===== src/rtl/phy_tx_pkg.sv =====
// Shared constants, widths and state/load-source encodings for the PHY TX serializer.
package phy_tx_pkg;

  localparam logic [7:0]  COM_DEF         = 8'hBC;
  localparam int unsigned TRAIN_COUNT_DEF = 4;

  localparam int unsigned BYTE_W      = 8;
  localparam int unsigned FIFO_DEPTH  = 4;
  localparam int unsigned PTR_W       = 2;
  localparam int unsigned CNT_W       = 3;
  localparam int unsigned BIT_CNT_W   = 3;
  localparam int unsigned TRAIN_CNT_W = 8;

  typedef enum logic [0:0] {
    ST_TRAIN  = 1'b0,
    ST_ACTIVE = 1'b1
  } tx_state_e;

  // What the shift register takes on a load edge; SRC_NONE means plain shift.
  typedef enum logic [1:0] {
    SRC_NONE = 2'd0,
    SRC_COM  = 2'd1,
    SRC_FIFO = 2'd2
  } ld_src_e;

  // Pointer advance; the power-of-two width gives the 3->0 wrap for free.
  function automatic logic [PTR_W-1:0] ptr_inc(input logic [PTR_W-1:0] p);
    return p + PTR_W'(1);
  endfunction

endpackage


===== src/rtl/sync_fifo4.sv =====
// Four-entry byte FIFO with registered occupancy flags; simultaneous write and pop
// are both honoured even when full.
module sync_fifo4
  import phy_tx_pkg::*;
(
  input  logic              clk_32f,
  input  logic              reset,
  input  logic              wr_en,
  input  logic [BYTE_W-1:0] wr_data,
  input  logic              rd_en,
  output logic [BYTE_W-1:0] rd_data,
  output logic [CNT_W-1:0]  count,
  output logic              full,
  output logic              empty
);

  logic [BYTE_W-1:0] r_mem [FIFO_DEPTH];
  logic [PTR_W-1:0]  r_wr_ptr;
  logic [PTR_W-1:0]  r_rd_ptr;
  logic [CNT_W-1:0]  r_count;
  logic              r_full;
  logic              r_empty;

  logic              w_pop;
  logic              w_push;
  logic [CNT_W-1:0]  w_count_next;

  // A pop frees the slot the write lands in, so a full FIFO still accepts a write alongside it.
  assign w_pop  = rd_en && !r_empty;
  assign w_push = wr_en && (!r_full || w_pop);

  always_comb begin
    w_count_next = r_count;
    case ({w_push, w_pop})
      2'b10:   w_count_next = r_count + CNT_W'(1);
      2'b01:   w_count_next = r_count - CNT_W'(1);
      default: w_count_next = r_count;
    endcase
  end

  always_ff @(posedge clk_32f) begin
    if (reset) begin
      r_wr_ptr <= '0;
      r_rd_ptr <= '0;
      r_count  <= '0;
      r_full   <= 1'b0;
      r_empty  <= 1'b1;
    end else begin
      if (w_push) r_wr_ptr <= ptr_inc(r_wr_ptr);
      if (w_pop)  r_rd_ptr <= ptr_inc(r_rd_ptr);
      r_count <= w_count_next;
      r_full  <= (w_count_next == CNT_W'(FIFO_DEPTH));
      r_empty <= (w_count_next == CNT_W'(0));
    end
  end

  // Storage needs no reset: the pointers decide what is valid.
  always_ff @(posedge clk_32f) begin
    if (w_push) r_mem[r_wr_ptr] <= wr_data;
  end

  assign rd_data = r_mem[r_rd_ptr];
  assign count   = r_count;
  assign full    = r_full;
  assign empty   = r_empty;

endmodule


===== src/rtl/serializer_tx.sv =====
// Byte-to-bit serializer: sends TRAIN_COUNT COM symbols after reset, then FIFO data
// MSB first, filling gaps with COM. One byte slot every 8 clocks.
module serializer_tx
  import phy_tx_pkg::*;
#(
  parameter int unsigned TRAIN_COUNT = TRAIN_COUNT_DEF,
  parameter logic [7:0]  COM         = COM_DEF
) (
  input  logic              clk_32f,
  input  logic              reset,
  input  logic [BYTE_W-1:0] data_in,
  input  logic              valid_in,
  output logic              data_out,
  output logic              frame_sync,
  output logic              active,
  output logic              fifo_empty,
  output logic              overflow
);

  tx_state_e              r_state;
  tx_state_e              w_state_next;
  ld_src_e                w_ld_src;
  logic                   w_pop;
  logic                   w_train_inc;

  logic [BIT_CNT_W-1:0]   r_bit_cnt;
  logic [TRAIN_CNT_W-1:0] r_train_cnt;
  logic [BYTE_W-1:0]      r_sr;
  logic                   r_frame_sync;
  logic                   r_active;
  logic                   r_overflow;
  logic                   w_load;

  logic [BYTE_W-1:0]      w_fifo_rd_data;
  logic [CNT_W-1:0]       w_fifo_count;
  logic                   w_fifo_full;
  logic                   w_fifo_empty;

  sync_fifo4 u_fifo (
    .clk_32f (clk_32f),
    .reset   (reset),
    .wr_en   (valid_in),
    .wr_data (data_in),
    .rd_en   (w_pop),
    .rd_data (w_fifo_rd_data),
    .count   (w_fifo_count),
    .full    (w_fifo_full),
    .empty   (w_fifo_empty)
  );

  assign w_load = (r_bit_cnt == BIT_CNT_W'(7));

  always_ff @(posedge clk_32f) begin
    if (reset) r_state <= ST_TRAIN;
    else       r_state <= w_state_next;
  end

  // Next state plus the load-source decision for the current byte slot.
  always_comb begin
    w_state_next = r_state;
    w_ld_src     = SRC_NONE;
    w_pop        = 1'b0;
    w_train_inc  = 1'b0;
    case (r_state)
      ST_TRAIN: begin
        if (w_load) begin
          w_ld_src    = SRC_COM;
          w_train_inc = 1'b1;
          if (r_train_cnt == TRAIN_CNT_W'(TRAIN_COUNT - 1)) w_state_next = ST_ACTIVE;
        end
      end
      ST_ACTIVE: begin
        if (w_load) begin
          if (w_fifo_count != CNT_W'(0)) begin
            w_ld_src = SRC_FIFO;
            w_pop    = 1'b1;
          end else begin
            w_ld_src = SRC_COM;
          end
        end
      end
      default: w_state_next = ST_TRAIN;
    endcase
  end

  always_ff @(posedge clk_32f) begin
    if (reset) begin
      r_bit_cnt    <= '0;
      r_train_cnt  <= '0;
      r_sr         <= '0;
      r_frame_sync <= 1'b0;
      r_active     <= 1'b0;
      r_overflow   <= 1'b0;
    end else begin
      r_bit_cnt    <= r_bit_cnt + BIT_CNT_W'(1);
      if (w_train_inc) r_train_cnt <= r_train_cnt + TRAIN_CNT_W'(1);
      case (w_ld_src)
        SRC_COM:  r_sr <= COM;
        SRC_FIFO: r_sr <= w_fifo_rd_data;
        default:  r_sr <= {r_sr[BYTE_W-2:0], 1'b0};
      endcase
      r_frame_sync <= w_load;
      r_active     <= (w_state_next == ST_ACTIVE);
      // Dropped only when full and no pop frees a slot this cycle.
      if (valid_in && w_fifo_full && !w_pop) r_overflow <= 1'b1;
    end
  end

  assign data_out   = r_sr[BYTE_W-1];
  assign frame_sync = r_frame_sync;
  assign active     = r_active;
  assign fifo_empty = w_fifo_empty;
  assign overflow   = r_overflow;

endmodule


===== config.mk =====
export PLATFORM = sky130hd
export DESIGN_NAME = serializer_tx
export DESIGN_NICKNAME = d
export VERILOG_FILES = /design/src/rtl/phy_tx_pkg.sv /design/src/rtl/sync_fifo4.sv /design/src/rtl/serializer_tx.sv
export SDC_FILE = /design/constraint.sdc
export NUM_CORES = 1
export LEC_CHECK = 0
export CAP_MARGIN = 5
export CORE_ASPECT_RATIO = 1.1
export CORE_UTILIZATION = 28
export CTS_BUF_LIST = sky130_fd_sc_hd__clkbuf_16
export DETAILED_ROUTE_END_ITERATION = 6
export GPL_ROUTABILITY_DRIVEN = 0
export PLACE_DENSITY = 0.53
export SETUP_SLACK_MARGIN = 0.05
export SYNTH_ARGS = -nofsm -noshare
export SYNTH_HDL_FRONTEND = slang
export SYNTH_SLANG_ARGS = --single-unit

===== constraint.sdc =====
create_clock -name clk_32f -period 6.8 [get_ports clk_32f]
set_input_delay 1.36 -clock clk_32f [delete_from_list [all_inputs] [get_ports clk_32f]]
set_output_delay 1.36 -clock clk_32f [all_outputs]
set_load 0.1 [all_outputs]

### Yosys cells after proc, flatten, opt, wreduce, memory -nomap -nowiden

Memory sizes are Yosys's and may differ from the RTL's. A register that Yosys moved wholly into a read port is not among the register bits.
Index checks and enable logic that the tools add are counted.

* reductions and logical operators: 10
* equality and inequality tests: 7
* bitwise gates (word level): 1
* add/subtract/negate cells: 6
* multiplexer cells: 18

Operators by type and width (count)
* $pmux W8 S2: 1
* $mux W1: 11
* $add A8 B1 Y8 const B: 1
* $eq A8 B2 Y1 const B: 1
* $mux W2: 4
* $add A3 B1 Y3 const B: 2
* $eq A3 B3 Y1 const B: 2
* $pmux W3 S2: 1
* $add A2 B1 Y2 const B: 2
* $eq A2 B1 Y1 const B: 2
* $eq A2 B2 Y1 const B: 2
* $logic_and A1 B1 Y1: 4
* $pmux W2 S2: 1
* $logic_not A1 Y1: 3
* $logic_not A3 Y1: 1
* $reduce_bool A3 Y1: 1
* $sub A3 B1 Y3 const B: 1
* $logic_or A1 B1 Y1: 1
* $not A1 Y1: 1

* output and inout bits: 5
* RAM bits: 32
* word-level logic and storage cells: 54
* input port bits: 11
* flip-flop bits (word level): 31
* memories kept: 1

Memories
* u_fifo.r_mem: depth 4, bits a word 8, read ports 1, clocked after Yosys merged registers in 1, write ports 1, RTL line sync_fifo4.sv:17 `logic [BYTE_W-1:0] r_mem [FIFO_DEPTH];`

### Longest topological paths before layout

* depth in word-level cells: 10
* mapped depth: 10
* mapped depth without buffers: 10

### By module

From an unflattened synthesis, not the netlist that was laid out.

* cells, all modules: 195
* area total of the unflattened synthesis: 2623.8 um^2

Modules (own cells, without submodules)
* sync_fifo4: area an instance 1717.9 um^2, seq. area each 1181.1 um^2, cells each 98, instances 1
* serializer_tx: area an instance 905.9 um^2, seq. area each 440.4 um^2, cells each 97, instances 1

### Worst setup path after synthesis

No wires, ideal clock.

* path kind: input-to-reg
* start point: input valid_in
* end point: register u_fifo.r_empty (netlist: u_fifo.empty)
* arrival: 2.965 ns
* stages: 7
* buffers on the path: 0
* library setup time: 0.116 ns
* slack: 3.719 ns
* required time: 6.684 ns
* cells stage by stage: nor2b_1 -> a31oi_4 -> ha_1 -> fa_1 -> xnor2_1 -> or3_1 -> a31o_2

* word-level cells in the longest chain between the ends: 4
* elaborated cells between the ends (all ways): 5
* those cells by class: eq/ne: 2; mux: 1; reduce/logical: 2

RTL lines
* start: declaration: RTL line serializer_tx.sv:12 `input logic valid_in,`
* $logic_and A1 B1 Y1 (*): RTL line sync_fifo4.sv:30 `assign w_push = wr_en && (!r_full || w_pop);`
* $eq A2 B1 Y1 / $eq A2 B2 Y1 (equally long branches): RTL line sync_fifo4.sv:34 `case ({w_push, w_pop})`
* $pmux W3 S2 (*): RTL line sync_fifo4.sv:34
* $logic_not A3 Y1 (*): RTL line sync_fifo4.sv:53 `r_empty <= (w_count_next == CNT_W'(0));`
* end signal: assignment: RTL line sync_fifo4.sv:53
* end: declaration: RTL line sync_fifo4.sv:22 `logic r_empty;`

Mark *: on every way between the ends. The rest lies on a longest branch, timed or not.
A chain may end at the register's enable or synchronous reset.

### Worst setup path in the final report

Ends and elaborated chain as after synthesis.

==> impl_results.md <==
* Hpwl dp at 3130 um
* First-pass DRT Iterations at 4
* Critical path, cell by cell: clkdlybuf4s50_1 -> nor2b_1 -> a31oi_4 -> ha_1 -> fa_1 -> xnor2_1 -> or3_1 -> a31o_2
* Die ar. at 10,000 um2
* CTS tree: built
* I/O Buffers at 15
* Cell variety after synth at 43
* Post-layout util at 34.4%
* P&R area growth vs syn at 19.4%
* FFs w/ async S/R, synth at 0%
* PwrDens at 271 nW/um2
* Cell row count at 37
* Post-Route WL at 4820 um
* Slew @ Worst Pin at 961 ps
* Yosys warnings at 0
* Die X at 95.5 um
* Synth Area per Inst at 13.0 um2
* Leading cell types by count after synthesis: dfxtp_1 (33), edfxtp_1 (32), nor2_1 (18)
* Clock Skew at 6.39 ps
* Worst hold start: r_bit_cnt[0]
* Top post-synthesis cells by area: edfxtp_1 (36%), dfxtp_1 (25%), mux2_2 (5.0%)
* MaxCap Viol Count at 0
* Initial Utilization at 28.8%
* Syn nets at 230
* Fin crit period at 3400 ps
* Crit-path max FO at 7
* Final hold violations at 0
* WP data arrival at 3620 ps
* RSZ-0062 raised after global routing: false
* Top FF cell, synth: dfxtp_1
* Fmax at 0.294 GHz
* Netlist Area Pre-Place at 2700 um2
* CTS Sinks at 65
* Number of global-route vias before repair at 1,679
* Seq cells post-synth at 65
* Grt ovf at 0
* EDFF count, synth at 32
* Filler Cells Inserted at 942
* Setup TNS at 0 ps
* Outcome: completed
* Slew headroom at 35.7%
* CTS Root Cell: clkbuf_16
* Dominant cell type by area after synthesis: edfxtp_1
* Hold Buf Count CTS at 0
* Slew Viols, Final at 0
* Register area share after synthesis at 60.2%
* Initial antenna violation count at 0
* Most common cell in the netlist: dfxtp_1
* # nets final at 249
* Final antenna-violating net count at 0
* Global-route wire length before repair at 8110 um
* Worst EP required at 7020 ps
* FF/Latch Area at 1620 um2
* Clk buf depth at 2
* Slowest-stage cell, CP: clkdlybuf4s50_1
* Drt drc at 0
* Total core area at 9350 um2
* Hold WC Path Type: reg -> reg
* Worst skew pair latency at 320 ps
* Via count at 1,608
* Share of cells above drive strength 1 at 16.4%
* Multi-input logic area at 996 um2
* CTS clk-pin slew, worst paths at 50 ps
* Mapped Cells at 208
* RR Startpoint: r_bit_cnt[0]
* Crit path from: valid_in
* Top cell type's share of synthesized area at 35.7%
* DR vias/cell at 4.61
* Largest net degree at the start of global routing at 37
* Post-CTS Resized at 0
* Critical Path End Type: register
* Total setup buffers inserted after CTS at 0
* Post-DR wirelength/cell at 13.8 um
* Critical path startpoint category: input pin
* # diodes at 0
* Die Height at 105 um
* 1st-iter DRT viols at 97
* Fin crit share at 50.0%
* Num ports at 16
* Total CTS buffers at 9
* Global router's overall resource usage at 11.1%
* H-tree depth at 3
* Critical path type: in -> reg
* Final setup violating endpoints at 0
* Worst vdd ir at 0.000102 V
* LEAKAGE at 0.00114 uW
* Critical Path Max Stage Delay at 530 ps
==> cell families after synthesis <==
kind of cell	share of synthesized area (%)
DFF	60.2
and+or+nand+nor	10.7
AOI/OAI and AO/OA	10.4
buffers and inverters	2.88
muxes	9.19
adders and majority gates	5.39
xor gates and xnor gates	1.30
==> stage by stage <==
stage	instance area, um2	hold slack (ps)	total power (uW)	cells	setup WS (ps)
6_report	3220	420	872	349	3400
5_1_grt	3220	441	907	349	3280
4_1_cts	3220	423	881	349	3400
3_5_place_dp	2960	416	491	333	3060
3_3_place_gp	2960	409	489	333	3080
2_1_floorplan	2700	399	472	208	3720
==> power breakdown <==
part | total, uW | switching, uW | internal (uW)
Combinational | 49.8 | 28.3 | 21.5
Sequential | 433 | 6.97 | 426
Clock | 389 | 151 | 239
==> state kept, by name (all words and copies together), names as in the netlist, named ones only <==
name and flops:
r_sr 8, active 1, u_fifo.r_rd_ptr 2, u_fifo.r_mem 32
frame_sync 1, overflow 1, u_fifo.full 1, u_fifo.count 3
r_bit_cnt 3, r_train_cnt 8, u_fifo.r_wr_ptr 2, u_fifo.empty 1
==> layer usage <==
metal,wire length (um),part of all wire (%),GRT usage (%)
met1,2110,44,12.5
met2,2480,52,18.4
met3,131,2.7,3.49
met4,96,2.0,6.08
met5,0,0,0
==> critical path, delay by kind of cell <==
family / cells / cell delay [ps]
buffers and inverters: 1 / 530
xor gates and xnor gates: 1 / 140
AOI/OAI and AO/OA: 2 / 350
adders and majority gates: 2 / 660
and+or+nand+nor: 2 / 570
==> final cells by class <==
cell class,instances,area share [%]
clock inverter,7,0.933
tap,117,4.55
timing repair buffer,16,4.90
multi-input combinational,124,30.9
clock buffer,9,7.00
sequential,65,50.4
inverter,11,1.28
==> layout by cell type (no fill, tap or decap), types with 4 or more instances in the layout <==
master / instances
clkdlybuf4s50_1: 15
mux2_2: 12
a21oi_1: 12
clkbuf_16: 9
a31oi_1: 6
nor2_1: 18
a221oi_1: 5
dfxtp_1: 33
o21ai_0: 6
edfxtp_1: 32
nor2b_1: 9
ha_1: 10
or3_1: 6
inv_1: 12
and2b_2: 4
==> worst paths after layout <==
| path | to | slack [ps] | cells past startpoint |
|---|---|---|---|
| worst max register to register | u_fifo.empty | 4090 | 9 |
| worst min-delay path | r_bit_cnt[0] | 420 | 1 |
| worst min register to register | r_bit_cnt[0] | 420 | 1 |
| worst max-delay path | u_fifo.empty | 3400 | 8 |
(Power assumes the default switching activity.)
